===== src/rtl/spart_pkg.sv =====
// Shared SPART definitions used by the packer and the receive queue.
package spart_pkg;

  localparam int unsigned SPART_MSG_W = 24;

  typedef logic [SPART_MSG_W-1:0] spart_msg_t;

endpackage


===== src/rtl/spart_rxq_mem.sv =====
// Register-array storage for the receive queue.
// It has one synchronous write port and one asynchronous read port, so it can later be swapped for a RAM.
module spart_rxq_mem #(
  parameter int unsigned DEPTH = 8,
  parameter int unsigned MSG_W = 24,
  localparam int unsigned AW   = $clog2(DEPTH)
) (
  input  logic             clk,
  input  logic             we,
  input  logic [AW-1:0]    waddr,
  input  logic [MSG_W-1:0] wdata,
  input  logic [AW-1:0]    raddr,
  output logic [MSG_W-1:0] rdata
);

  logic [MSG_W-1:0] r_mem [DEPTH];

  // Storage is deliberately not reset.
  always_ff @(posedge clk) begin
    if (we) begin
      r_mem[waddr] <= wdata;
    end
  end

  assign rdata = r_mem[raddr];

endmodule


===== src/rtl/spart_rx_queue.sv =====
// Show-ahead receive message FIFO downstream of the SPART packer, with a sticky overflow flag.
// The optional dropped-message counter is built when SPART_RXQ_DROP_CNT_EN is defined.
module spart_rx_queue
  import spart_pkg::*;
#(
  parameter int unsigned DEPTH = 8,
  parameter int unsigned MSG_W = SPART_MSG_W,
  localparam int unsigned AW   = $clog2(DEPTH),
  localparam int unsigned CW   = AW + 1
) (
  input  logic             clk,
  input  logic             rst_n,
  input  logic             msg_valid,
  input  logic [MSG_W-1:0] msg_data,
  input  logic             rd_en,
  output logic [MSG_W-1:0] rd_data,
  output logic             empty,
  output logic             full,
  output logic [CW-1:0]    count,
  output logic             irq,
  output logic             overflow,
  input  logic             clr_overflow,
  output logic [7:0]       drop_cnt
);

  logic [AW-1:0]    r_wr_ptr;
  logic [AW-1:0]    r_rd_ptr;
  logic [CW-1:0]    r_count;
  logic             r_overflow;
  logic             w_empty;
  logic             w_full;
  logic             w_pop;
  logic             w_push;
  logic             w_drop;
  logic [MSG_W-1:0] w_rdata;

  assign w_empty = (r_count == '0);
  assign w_full  = (r_count == CW'(DEPTH));
  // A pop frees a slot in the same cycle, so a push while full and popping is not a drop.
  assign w_pop   = rd_en && !w_empty;
  assign w_push  = msg_valid && (!w_full || w_pop);
  assign w_drop  = msg_valid && w_full && !rd_en;

  spart_rxq_mem #(
    .DEPTH (DEPTH),
    .MSG_W (MSG_W)
  ) u_mem (
    .clk   (clk),
    .we    (w_push),
    .waddr (r_wr_ptr),
    .wdata (msg_data),
    .raddr (r_rd_ptr),
    .rdata (w_rdata)
  );

  always_ff @(posedge clk or negedge rst_n) begin
    if (!rst_n) begin
      r_wr_ptr   <= '0;
      r_rd_ptr   <= '0;
      r_count    <= '0;
      r_overflow <= 1'b0;
    end else begin
      if (w_push) begin
        r_wr_ptr <= r_wr_ptr + AW'(1);
      end
      if (w_pop) begin
        r_rd_ptr <= r_rd_ptr + AW'(1);
      end
      if (w_push && !w_pop) begin
        r_count <= r_count + CW'(1);
      end else if (w_pop && !w_push) begin
        r_count <= r_count - CW'(1);
      end
      // A new drop wins over a clear issued in the same cycle.
      if (w_drop) begin
        r_overflow <= 1'b1;
      end else if (clr_overflow) begin
        r_overflow <= 1'b0;
      end
    end
  end

`ifdef SPART_RXQ_DROP_CNT_EN
  logic [7:0] r_drop_cnt;

  // Saturating drop counter; a drop in the same cycle as a clear leaves the counter at 1.
  always_ff @(posedge clk or negedge rst_n) begin
    if (!rst_n) begin
      r_drop_cnt <= '0;
    end else if (w_drop) begin
      if (clr_overflow) begin
        r_drop_cnt <= 8'd1;
      end else if (r_drop_cnt != 8'hFF) begin
        r_drop_cnt <= r_drop_cnt + 8'd1;
      end
    end else if (clr_overflow) begin
      r_drop_cnt <= '0;
    end
  end

  assign drop_cnt = r_drop_cnt;
`else
  assign drop_cnt = '0;
`endif

  assign rd_data  = w_empty ? '0 : w_rdata;
  assign empty    = w_empty;
  assign full     = w_full;
  assign irq      = !w_empty;
  assign count    = r_count;
  assign overflow = r_overflow;

endmodule


===== config.mk =====
export PLATFORM = sky130hd
export DESIGN_NAME = spart_rx_queue
export DESIGN_NICKNAME = d
export VERILOG_FILES = /design/src/rtl/spart_pkg.sv /design/src/rtl/spart_rxq_mem.sv /design/src/rtl/spart_rx_queue.sv
export SDC_FILE = /design/constraint.sdc
export NUM_CORES = 1
export LEC_CHECK = 0
export CAP_MARGIN = 10
export CORE_MARGIN = 8
export CORE_UTILIZATION = 50
export CTS_BUF_LIST = sky130_fd_sc_hd__clkbuf_8
export DETAILED_ROUTE_END_ITERATION = 10
export GPL_ROUTABILITY_DRIVEN = 0
export PLACE_DENSITY = 0.67
export RECOVER_POWER = 100
export SYNTH_ARGS = -nofsm -noshare
export SYNTH_HDL_FRONTEND = slang
export SYNTH_HIERARCHICAL = 1
export SYNTH_SLANG_ARGS = --single-unit

===== constraint.sdc =====
create_clock -name clk -period 3.4 [get_ports clk]
set_input_delay 0.68 -clock clk [delete_from_list [all_inputs] [get_ports clk]]
set_output_delay 0.68 -clock clk [all_outputs]
set_load 0.05 [all_outputs]

==> results.yml, run 1 <==
hold_path:
  hold_class: "flop to flop"
  hold_depth: 1
global_routing:
  grt_pass1_wl_um: 23600
  grt_max_degree: 37
  antenna_found_initial: 1
  grt_pass1_vias: 4242
  overflow: 0
  grtUsageTotal_pct: 15.3
clocking:
  cts_tree: "yes"
  clk_path_buf_depth: 3
  clock_latency_ns: 0.54
  cts_hold_buffers: 0
  cts_htree_levels: 1
  cts_buffers: 31
  clock_sinks: 203
  clkSlewWorstSetupHoldPaths_ns: 0.06
  root_buffer: "clkbuf_8"
finish:
  areaGrowthSynthToFinish_pct: 15.4
  final_common_cell: "edfxtp_1"
  nets: 506
  final_core_util_pct: 58.1
  stdcell_area_um2: 9490
  final_cell_mix: "edfxtp_1, mux4_2, clkbuf_8, dlygate4sd3_1, inv_1"
  fillerInstances: 1232
  drive_gt1_share_pct: 32.3
sta:
  post-route-period-util_pct: 95.4
  timing.fmax_mhz: 308
  setup_tns_ns: 0
  worst_pin_slew_ns: 0.869
  hold_viol_final: 0
  grt_setup_unrepaired: "false"
  final.setup_skew_ns: 0.0117
  drv_slew: 0
  setup_violations: 0
  timing.slew.headroom_pct: 42.1
  fin_crit_ns: 3.25
synthesis:
  syn_area_um2: 8230
  syn_inst: 381
  synth_area_leaders: "edfxtp_1, mux4_2, dfrtp_1, mux2_4, mux2_2"
  netlist-cell-type-count: 35
  avgSynthCellArea_um2: 21.6
  yosys.area.top_type_share_pct: 70.1
  ys_seq_elements: 203
  synth_area_leader_cell: "edfxtp_1"
  ys_seq_area_share_pct: 73.4
  synth_edf_count: 192
  async_flop_share_pct: 5.42
  synth_flop_cell: "edfxtp_1"
  synth_warnings: 6
placed_design:
  hpwlAfterDp_um: 8860
  dpl-instance-area_um2: 9080
  portBuffers: 60
die:
  ios: 69
  die_h_um: 144
  die_area_um2: 20800
  die_w_um: 144
  initial_core_util_pct: 50.3
  row_count: 47
  core_um2: 16300
power:
  cellPowerDensity_nw_per_um2: 950
  power_leakage_nw: 3.24
  vdd_drop_max_v: 0.000560
setup_path:
  cp.required_ns: 2.72
  worst_r2r_path_depth: 8
  worstSetupPathType: "flop to output pin"
  start_kind: "flop"
  critPathCaptureType: "output pin"
  rrSetupSlack_ns: 0.33
  crit_arrival_ns: 2.57
  path_max_fanout: 36
routing:
  routed_via_density: 5.38
  drtIter0Drc: 240
  ant_nets: 0
  routed_wl_um: 15200
  drt-pass1-iter-count: 4
  route.detailed.drc: 0
  num_vias: 3833
  wl_per_cell_um: 21.3
flow_run:
  drv_cap: 0
outcome:
  status: "completed"
## power by group
group,internal [mW],switching [mW]
logic,1.58,2.29
clock network,0.911,0.823
registers,3.17,0.240
## layout make-up
class                           instances  area [um^2]  share of cell area, %
Clock buffer                           31          427                   4.50
Sequential cell                       203         6050                   63.7
Tap cell                              220          275                   2.90
Timing Repair Buffer                   75          618                   6.51
Clock inverter                         23          113                   1.19
Multi-Input combinational cell        154         1990                   20.9
Antenna cell                            1         2.50                 0.0264
Inverter                                6         22.5                  0.237
## final timing paths
check                            startpoint          end
worst max-delay path            r_rd_ptr[2]   rd_data[2]
worst min-delay path            r_wr_ptr[2]  r_wr_ptr[2]
worst max register to register     count[0]     count[3]
worst min register to register  r_wr_ptr[2]  r_wr_ptr[2]
max in group asynchronous             rst_n  r_rd_ptr[0]
min in group asynchronous             rst_n  r_rd_ptr[1]
## timing repair
action,4_1_cts,5_1_grt
endpoints found under the setup margin,0,13
resized for setup,0,1
buffers inserted,0,1
## through the flow
stage               setup WS, ns  hold slack [ns]  power (mW)  instances
global placement           0.354            0.475        7.54        657
finish                     0.155            0.512        9.02        713
floorplan                 0.0484            0.384        6.48        388
detailed placement         0.232            0.504        7.61        657
global route              0.0404            0.542        9.45        712
CTS                      0.00486            0.478        9.37        711
## per-layer routing
layer	vias to the layer above	global-route usage (%)	wire length, um
met5	-	0	10
met4	2	5.15	287
met3	28	2.94	878
met2	107	26.9	7720
met1	1982	18.5	6280
li1	1714	-	-
## synthesized netlist by cell type (2+ instances only)
cell / n
a21oi_1: 2
buf_12: 2
ha_1: 5
clkbuf_1: 4
nor2_1: 6
buf_2: 6
and2_1: 16
nand3_1: 3
edfxtp_1: 192
buf_6: 4
mux2_4: 14
nand2_1: 4
or4_1: 2
dfrtp_1: 11
o211ai_1: 3
inv_1: 6
nand2b_1: 3
and2_4: 8
mux4_2: 48
nor3_1: 3
buf_4: 8
mux2_2: 13
xnor2_1: 6
## sequential cells by signal, indices dropped and copies added (netlist names)
name / flops
count: 4
overflow: 1
r_rd_ptr: 3
r_wr_ptr: 3
u_mem/r_mem: 192
## worst max-delay path: stages (launching register included)
cell      delay (ns)
dfrtp_2         0.60
buf_6           0.40
mux4_2          0.37
mux2_2          0.27
and2_1          0.16
clkbuf_4        0.22
## kinds of logic (layout without fill, tap and decap cells)
family          after synthesis  after routing  share of synthesized area (%)
other cells                   1              9                         0.0456
buf+inv                      31            135                           2.63
simple gates                 49             49                           3.77
flops                       203            203                           73.4
xor+xnor                      6              6                          0.639
mux                          76             76                           17.6
compound gates                9              9                          0.897
fa+ha+maj                     6              6                           1.00
No activity file was read; power rests on OpenSTA's default activity.
==> inputs of run 2 (changes only) <==
--- a/config.mk
+++ b/config.mk
@@ -9,6 +9,7 @@
 export CORE_MARGIN = 8
 export CORE_UTILIZATION = 50
 export CTS_BUF_LIST = sky130_fd_sc_hd__clkbuf_8
+export CTS_CLUSTER_SIZE = 30
 export DETAILED_ROUTE_END_ITERATION = 10
 export GPL_ROUTABILITY_DRIVEN = 0
 export PLACE_DENSITY = 0.67
==> results of run 2 <==
No change in the layout: final DEF, timing and power equal those of run 1.
==> inputs of run 3 (changes only) <==
--- a/config.mk
+++ b/config.mk
@@ -9,6 +9,7 @@
 export CORE_MARGIN = 8
 export CORE_UTILIZATION = 50
 export CTS_BUF_LIST = sky130_fd_sc_hd__clkbuf_8
+export CTS_CLUSTER_DIAMETER = 80
 export CTS_CLUSTER_SIZE = 30
 export DETAILED_ROUTE_END_ITERATION = 10
 export GPL_ROUTABILITY_DRIVEN = 0
==> run 3 against run 2 <==
  * First-iteration DRC count down 15%
  * Hold slack better by 0.011 ns
  * Critical path depth down 2
  * Combinational power up 1%
  * Critical endpoint is now full
  * Largest cell class unchanged
  * Largest power group unchanged
  * Highest routed layer unchanged
==> results.yml, run 3 (synthesis gave the netlist of run 1 again) <==
clocking:
  clkSlewWorstSetupHoldPaths_ns: 0.16
  clock_latency_ns: 0.50
  cts_buffers: 10
  root_buffer: "clkbuf_8"
  clock_sinks: 203
  cts_htree_levels: 1
  clk_path_buf_depth: 3
  cts_tree: "yes"
sta:
  fin_crit_ns: 3.23
  worst_pin_slew_ns: 0.878
  post-route-period-util_pct: 95.1
  grt_setup_unrepaired: "false"
  drv_slew: 0
  timing.fmax_mhz: 309
  whs_ns: 0.523
  setup_violations: 0
  setup_tns_ns: 0
  hold_viol_final: 0
  timing.slew.headroom_pct: 41.5
  final.setup_skew_ns: 0.0216
  finalWorstSetupSlack_ns: 0.166
power:
  pwr-share-seq_pct: 41.0
  cellPowerDensity_nw_per_um2: 906
  p_sw_mw: 3.19
  power_leakage_nw: 3.03
  cell_internal_pwr_mw: 5.09
  p_total_mw: 8.28
  netSwitchingFraction_pct: 38.6
  vdd_drop_max_v: 0.000546
  p_comb_share_pct: 47.2
  p_clk_share_pct: 11.8
finish:
  final_core_util_pct: 55.9
  top_register: "u_mem/r_mem"
  drive_gt1_share_pct: 30.6
  antennaDiodeCount: 0
  final_cell_mix: "edfxtp_1, mux4_2, dlygate4sd3_1, and2_1, mux2_2"
  nets: 485
  final_common_cell: "edfxtp_1"
  areaGrowthSynthToFinish_pct: 11.2
  largest_reg_flops: 192
die:
  die_h_um: 144
  ios: 69
  row_count: 47
  die_area_um2: 20800
  die_w_um: 144
  core_um2: 16300
  initial_core_util_pct: 50.3
setup_path:
  r2r-start: "count[0]"
  crit_arrival_ns: 2.55
  worst_r2r_path_depth: 8
  crit_start: "count[0]"
  start_kind: "flop"
  r2r-end: "count[3]"
  path_max_fanout: 7
  endpoint: "full"
  critPathCaptureType: "output pin"
  cp.required_ns: 2.72
  worstSetupPathType: "flop to output pin"
  rrSetupSlack_ns: 0.30
routing:
  route.detailed.drc: 0
  drt-pass1-iter-count: 4
  num_vias: 3715
  drtIter0Drc: 205
  routed_via_density: 5.51
  routed_wl_um: 14900
  wl_per_cell_um: 22.1
  ant_nets: 0
global_routing:
  antenna_found_initial: 2
  grt_max_degree: 37
  grt_pass1_wl_um: 23200
  grt_pass1_vias: 4024
  grtUsageTotal_pct: 15.0
  overflow: 0
placed_design:
  hpwlAfterDp_um: 8860
  pre_cts_ws_ns: 0.232
  portBuffers: 60
flow_run:
  drv_cap: 0
hold_path:
  hold_class: "flop to flop"
outcome:
  status: "completed"
[run 3: cell types whose count changed in the layout (fill, tap and decap cells not counted), sizes merged]
cell,change
clkbuf,-20
inv,-9
diode,-1
bufinv,-1
clkinv,-8
[run 3: worst min-delay path by stage]
| stage | startpoint | to | slack, ns | depth (start not counted) |
|---|---|---|---|---|
| 2_1_floorplan | rst_n | count[0] | 0.38 | 0 |
| 3_3_place_gp | r_wr_ptr[2] | r_wr_ptr[2] | 0.47 | 1 |
| 3_5_place_dp | r_wr_ptr[2] | r_wr_ptr[2] | 0.50 | 1 |
| 4_1_cts | rst_n | count[3] | 0.49 | 1 |
| 5_1_grt | r_wr_ptr[2] | r_wr_ptr[2] | 0.56 | 1 |
| 6_report | r_wr_ptr[2] | r_wr_ptr[2] | 0.52 | 1 |
[run 3: per-stage QoR]
| stage | std cells | instance area [um^2] |
|---|---|---|
| finish | 674 | 9150 |
| global route | 674 | 9150 |
| CTS | 674 | 9270 |
| detailed placement | 657 | 9080 |
| global placement | 657 | 9080 |
| floorplan | 388 | 8250 |
[run 3: worst max-delay path: stages (launching register included)]
cell,delay (ns)
dfrtp_1,0.50
or4b_1,0.66
inv_1,0.09
clkdlybuf4s50_1,0.80
[run 3: what timing repair did]
| action | 4_1_cts | 5_1_grt |
|---|---|---|
| hold buffers | 0 | 0 |
| endpoints found under the setup margin | 2 | 1 |
| endpoints found under the hold margin | 0 | 0 |
| buffers inserted | 1 | 0 |
| gates resized for setup | 0 | 1 |
[run 3: final cells by class]
class / count / area (um^2)
clock inverters: 5 / 23.8
well taps: 220 / 275
clock buffers: 11 / 151
repair buffers: 75 / 639
fillers: 1268 / 7200
flip-flops and latches: 203 / 6050
inverters: 6 / 22.5
multi-input cells: 154 / 1990
[run 3: layer usage]
layer	vias up	GRT usage (%)	part of all wire, %
met5	-	0	0.15
met4	4	3.67	1.8
met3	19	2.41	5.0
met2	86	26.3	50
met1	1952	19.1	43
li1	1654	-	-
[run 3: power groups by stage]
stage | logic [mW] | clock network [mW] | registers, mW
after global placement | 4.07 | 0 | 3.48
after floorplan | 3.06 | 0 | 3.42
after global routing | 4.14 | 1.10 | 3.45
after detailed placement | 4.10 | 0 | 3.50
after CTS | 4.17 | 1.02 | 3.41
final | 3.91 | 0.977 | 3.40
